## src/rtl/mips_mem_stage.sv

```systemverilog
// mips_mem_stage: MIPS load/store unit driving an Avalon-style data bus.
// Misaligned or illegal requests bypass the bus and answer with an error.
module mips_mem_stage #(
    parameter int unsigned MAX_WAIT = 255
) (
    input  logic        clk,
    input  logic        reset,
    input  logic        req_valid,
    output logic        req_ready,
    input  logic [3:0]  req_op,
    input  logic [31:0] req_addr,
    input  logic [31:0] req_wdata,
    input  logic [31:0] req_rt_old,
    output logic [31:0] data_address,
    output logic        data_read,
    output logic        data_write,
    output logic [3:0]  data_byteenable,
    output logic [31:0] data_writedata,
    input  logic        data_waitrequest,
    input  logic [31:0] data_readdata,
    output logic        resp_valid,
    output logic [31:0] resp_rdata,
    output logic        resp_err
);
    typedef enum logic [1:0] {IDLE, ACCESS, RESP} state_t;
    state_t state, state_nx;
    logic [3:0]  op_q;
    logic [31:0] addr_q, wdata_q, rt_q, rdata_q, wait_cnt, mb, ld_res;
    logic [4:0]  sh, shl;
    logic        err_q, acc, bad, last_wait;

    function automatic logic bad_req(input logic [3:0] op, input logic [1:0] a);
        case (op)
            4'd0, 4'd1, 4'd5, 4'd6, 4'd8: bad_req = 1'b0;
            4'd2, 4'd3, 4'd9:             bad_req = a[0];
            4'd4, 4'd10:                  bad_req = a != 2'b00;
            default:                      bad_req = 1'b1;
        endcase
    endfunction

    assign bad       = bad_req(req_op, req_addr[1:0]);
    assign acc       = state == ACCESS;
    assign last_wait = wait_cnt + 32'd1 == MAX_WAIT;
    assign req_ready = state == IDLE;

    always_comb begin
        state_nx = state;
        case (state)
            IDLE:    state_nx = req_valid ? (bad ? RESP : ACCESS) : IDLE;
            ACCESS:  state_nx = (!data_waitrequest || last_wait) ? RESP : ACCESS;
            default: state_nx = IDLE;
        endcase
    end

    // Bus outputs depend only on registered state, so they hold during waitrequest.
    always_comb begin
        data_read       = acc & ~op_q[3];
        data_write      = acc & op_q[3];
        data_address    = acc ? {addr_q[31:2], 2'b00} : '0;
        data_byteenable = !acc ? 4'b0000 :
                          (op_q == 4'd0 || op_q == 4'd1 || op_q == 4'd8) ? 4'b0001 << addr_q[1:0] :
                          (op_q == 4'd2 || op_q == 4'd3 || op_q == 4'd9) ? 4'b0011 << addr_q[1:0] : 4'b1111;
        data_writedata  = !acc ? '0 :
                          op_q == 4'd8 ? {4{wdata_q[7:0]}} :
                          op_q == 4'd9 ? {2{wdata_q[15:0]}} :
                          op_q == 4'd10 ? wdata_q : '0;
    end

    // sh selects the addressed byte lane; shl is the left-shift that LWL needs.
    always_comb begin
        sh     = {addr_q[1:0], 3'b000};
        shl    = {~addr_q[1:0], 3'b000};
        mb     = data_readdata >> sh;
        ld_res = '0;
        case (op_q)
            4'd0: ld_res = {{24{mb[7]}}, mb[7:0]};
            4'd1: ld_res = {24'b0, mb[7:0]};
            4'd2: ld_res = {{16{mb[15]}}, mb[15:0]};
            4'd3: ld_res = {16'b0, mb[15:0]};
            4'd4: ld_res = data_readdata;
            4'd5: ld_res = (data_readdata << shl) | (rt_q & ((32'd1 << shl) - 32'd1));
            4'd6: ld_res = mb | (rt_q & ~(32'hFFFF_FFFF >> sh));
            default: ld_res = '0;
        endcase
    end

    always_ff @(posedge clk) begin
        if (!reset) begin
            state    <= IDLE;
            wait_cnt <= '0;
            op_q     <= '0;
            addr_q   <= '0;
            wdata_q  <= '0;
            rt_q     <= '0;
            rdata_q  <= '0;
            err_q    <= 1'b0;
        end else begin
            state <= state_nx;
            if (state == IDLE && req_valid) begin
                op_q     <= req_op;
                addr_q   <= req_addr;
                wdata_q  <= req_wdata;
                rt_q     <= req_rt_old;
                wait_cnt <= '0;
                err_q    <= bad;
                rdata_q  <= '0;
            end
            if (acc) begin
                if (!data_waitrequest) begin
                    rdata_q <= op_q[3] ? '0 : ld_res;
                end else begin
                    wait_cnt <= wait_cnt + 32'd1;
                    err_q    <= last_wait;
                end
            end
        end
    end

    assign resp_valid = state == RESP;
    assign resp_rdata = resp_valid ? rdata_q : '0;
    assign resp_err   = resp_valid & err_q;
endmodule

```

## config.mk

```make
export PLATFORM = sky130hd
export DESIGN_NAME = mips_mem_stage
export DESIGN_NICKNAME = d
export VERILOG_FILES = /design/src/rtl/mips_mem_stage.sv
export SDC_FILE = /design/constraint.sdc
export NUM_CORES = 1
export LEC_CHECK = 0
export CAP_MARGIN = 5
export CORE_UTILIZATION = 52
export CTS_BUF_LIST = sky130_fd_sc_hd__clkbuf_8
export DETAILED_ROUTE_END_ITERATION = 8
export HOLD_SLACK_MARGIN = 0.02
export PLACE_DENSITY_LB_ADDON = 0.05
export SLEW_MARGIN = 15
export SYNTH_ARGS = -nofsm -noshare
export SYNTH_HDL_FRONTEND = slang
export SYNTH_SLANG_ARGS = --single-unit
```

## constraint.sdc

```tcl
create_clock -name clk -period 4.5 [get_ports clk]
set_clock_uncertainty 0.1 [all_clocks]
set_input_delay 1.35 -clock clk [delete_from_list [all_inputs] [get_ports clk]]
set_output_delay 1.35 -clock clk [all_outputs]
set_load 0.05 [all_outputs]
```

---- After elaboration in Yosys (flattened, before gate mapping) ----
Cells that the tools add are included.
W data, S select, Z words.
operators by class
  add/subtract/negate cells ............... 2
  equal/unequal tests ..................... 21
  shifts and indexed selects .............. 6
  mux-type cells .......................... 25
  bitwise logic cells ..................... 10
  reductions and logical operators ........ 14
operators by type and width
  cell                     number
  $mux W32                 13
  $pmux W32 S7             1
  $and A32 B32 Y32         2
  $or A32 B32 Y32          2
  $add A32 B1 Y32 const B  1
  $eq A32 B8 Y1 const B    1
  $not A32 Y32             1
  $shl A1 B5 Y32 const A   1
  $shl A32 B5 Y32          1
  $shr A32 B5 Y32          1
  $shr A32 B5 Y32 const A  1
  $sub A32 B1 Y32 const B  1
  $eq A4 B3 Y1 const B     6
  $eq A4 B4 Y1 const B     6
  $eq A4 B2 Y1 const B     4
  $mux W4                  3
  $eq A4 B1 Y1 const B     2
  $logic_not A4 Y1         2
  $mux W2                  3
  $logic_or A1 B1 Y1       5
  $reduce_or A5 Y1         1
  $pmux W2 S2              1
  $shl A1 B2 Y4 const A    1
  $shl A2 B2 Y4 const A    1
  13 further kinds         17
word-level totals
  register bits after elaboration ......... 167
  bits of input ports ..................... 136
  output and inout port bits .............. 105

---- Depth between registers and ports, before layout ----
  word-level depth ........................ 9
  depth in mapped cells ................... 11
  depth with buffers taken out ............ 8

---- Least setup slack after synthesis ----
OpenSTA, ideal clock, no wires.
  path type ............................... flip-flop to output port
  start ................................... register state[0]
  end ..................................... output data_writedata[31]
  arrival ................................. 3.832 ns
  required time ........................... 3.050 ns
  setup slack ............................. -0.782 ns
  cell stages (with the launch flop) ...... 5
  buffers on the path ..................... 0
  cells stage by stage .................... dfxtp_1 > nor2b_1 > and2_1 > nand2b_1 > a2111oi_0
between the ends
  word-level cells in the longest chain between the ends .. 2
ends and longest elaborated chain
  element                   RTL line  RTL
  start: declaration        26        state_t state, state_nx;
  start signal: assignment  98        state <= state_nx;
  $eq A2 B1 Y1              42        assign acc = state == ACCESS;
  $mux W32                  63        data_writedata = !acc ? '0 :
  end: declaration          18        output logic [31:0] data_writedata,
No other way between the ends.

---- Worst setup path after layout ----
  start ................................... register state[0]
  end ..................................... output data_writedata[5]
The elaborated chain is that of the path after synthesis.

==> reports/results.txt <==
Final number of hold-violating endpoints -> 0
Clock root buffer master -> clkbuf_8
Headroom to the max-slew limit -> 0.178
Sequential cell area fraction in the yosys report -> 0.344
Io pins -> 241
Mapped Cells -> 1,286
Clk slew on worst S/H paths -> 0.09 ns
RSZ-0062 raised after global routing -> false
Netlist Area Pre-Place -> 9710 µm²
Yosys top cell area share -> 0.344
GRT Total Usage -> 0.310
Status -> finished, violations left
Sw Share -> 0.316
DR WL/cell -> 17.5 µm
Clock Tree Buf Depth -> 2
H-tree levels -> 4
Die Span Y -> 139 µm
Combinational Power Share -> 0.206
Critical path class -> reg2out
First-pass GRT wire length -> 48.2 mm
Clk sinks -> 167
#FFs+latches synth -> 167
Largest net degree at the start of global routing -> 88
DR vias -> 9,961
Dominant cell type by area after synthesis -> dfxtp_1
Routed Antenna Nets -> 0
CP required -> 3.05 ns
Top cells by instance count after synthesis -> nand2_1 (299), dfxtp_1 (167), a21boi_0 (121)
Worst Path Max Fanout -> 8
Cts repair resizes -> 0
Post-DP Area -> 12,200 µm²
Initial core utilization -> 0.535
Pwr Density -> 273 nW/µm²
Die width -> 139 µm
First-pass iteration count of the detailed router -> 9
Synth Flop Type -> dfxtp_1
CP arrival -> 2.95 ns
Most frequent cell after synthesis -> nand2_1
Clock power share -> 0.326
CTS Hold Buffers Added -> 0
Sum Neg Setup Slack -> 0 ns
Filler cells -> 1,597
EDFF count, synth -> 0
Fin nets -> 1,608
Critical path capture point type -> output pin
TritonCTS clock tree -> yes
Placer Congestion -> 0.892
Initial DRC count -> 816
Vias in the first global route -> 9,218
Antenna cells -> 0
Internal Power -> 2.35 mW
Fin crit period -> 4.40 ns
Final Cell Area -> 12,600 µm²
Port bufs -> 238
Layout cell share with drive strength beyond 1 -> 0.0670
Worst-margin pin slew -> 1.22 ns
Hold WC Path Type -> reg2reg
P_leak -> 4.57 nW
FP Rows -> 49
Fraction of registers with async set/reset -> 0
Layout area overhead -> 29.6%
Syn Area/Cell -> 7.55 µm²
Violated checks -> DRC
Net Sw Power -> 1.09 mW
Post-DP HPWL -> 21.0 mm
Slew Viols, Final -> 0
# setup viols final -> 0
DRC viols -> 12
Number of antenna violations at the first check in global routing -> 0
Later-pin clock latency in the skew report -> 0.47 ns
Core area -> 18,100 µm²
Max Freq -> 0.227 GHz
# Post-CTS Setup Buffers -> 0
Max-cap check violation count -> 0
CP Launch Type -> register
Largest cells by area after synthesis -> dfxtp_1 (34%), nand2_1 (12%), a21boi_0 (9.4%)
Total congestion overflow -> 0
Flop pwr share -> 0.468
Final Total Pwr -> 3.43 mW
Max rail drop VDD -> 0.276 mV
Total CTS buffers -> 17
YS warnings -> 0
Vias per inst -> 5.84
WL final -> 29.8 mm
Total Die Area -> 19,200 µm²
Post-synthesis cell type count -> 70
Crit share post-route -> 0.979
==> metrics by stage <==
step,hold WS [ns],setup slack (ns),util,instances
5_1_grt,0.379,0.0172,0.693,1706
6_report,0.362,0.0952,0.693,1706
3_5_place_dp,0.352,0.622,0.671,1674
3_3_place_gp,0.344,0.682,0.671,1674
4_1_cts,0.366,0.0946,0.692,1706
2_1_floorplan,0.336,0.0986,-,1287
==> flip-flops by register name (all words and copies together), names as in the netlist <==
register and flops:
rdata_q 32, op_q 4, addr_q 32, wait_cnt 32, err_q 1, state 2, wdata_q 32, rt_q 32
==> per-layer routing <==
| layer | GRT usage | vias up | part of all wire |
|---|---|---|---|
| li1 | - | 4859 | - |
| met1 | 0.390 | 4616 | 0.42 |
| met2 | 0.498 | 435 | 0.46 |
| met3 | 0.104 | 51 | 0.11 |
| met4 | 0.106 | 0 | 0.023 |
| met5 | 0 | - | 0 |
==> cell families (layout without fill, tap and decap cells) <==
kind of cell	Yosys count	after routing	synth area share
and+or+nand+nor	578	578	0.287
AOI/OAI and AO/OA	366	366	0.260
DFF	167	167	0.344
buffers and inverters	115	305	0.0474
muxes	35	35	0.0362
xor gates and xnor gates	16	16	0.0144
adders and majority gates	8	8	0.0103
other	1	2	0.000386
==> worst paths after layout <==
check,start,endpoint,slack (ns),cells after the start
worst max-delay path,state[0],data_writedata[5],0.1,6
worst min-delay path,addr_q[7],addr_q[7],0.36,2
worst max register to register,wait_cnt[1],state[0],0.93,8
worst min register to register,addr_q[7],addr_q[7],0.36,2
==> power by group through the flow <==
| stage | logic, mW | clock network, mW | registers, mW |
|---|---|---|---|
| floorplan | 0.425 | 0 | 1.62 |
| global placement | 0.692 | 0 | 1.64 |
| detailed placement | 0.701 | 0 | 1.64 |
| CTS | 0.704 | 1.13 | 1.61 |
| global route | 0.772 | 1.19 | 1.62 |
| finish | 0.709 | 1.12 | 1.61 |
==> layout by cell type, fill, tap and decap left out, types with 11 or more instances in the layout <==
master,n
a211oi_1,15
a21boi_0,121
a21o_1,11
a21oi_1,70
a222oi_1,15
a22oi_1,20
a31oi_1,14
and2_1,87
buf_4,41
clkbuf_8,17
clkdlybuf4s50_1,218
dfxtp_1,166
mux2i_1,34
nand2_1,298
nand3_1,12
nand4_1,19
nor2_1,55
nor2b_1,31
nor3_1,20
nor4_1,11
o21ai_0,49
xnor2_1,12
==> worst max-delay path, cell delays in order (launching register included) <==
cell and delay, ns:
dfxtp_1 0.41, nor2b_2 0.18, and2_1 0.18, nand2b_1 0.14
a21oi_1 0.55, and2_1 0.22, clkdlybuf4s50_1 0.80
==> layout make-up <==
class,instances,area (µm²),area share
Multi-Input combinational cell,1005,5930,0.472
Sequential cell,167,3340,0.266
Clock inverter,15,165,0.0131
Clock buffer,17,234,0.0186
Timing Repair Buffer,267,2600,0.206
Tap cell,229,287,0.0228
Inverter,6,22.5,0.00179
Note: power is estimated with default switching activity, not from simulation.
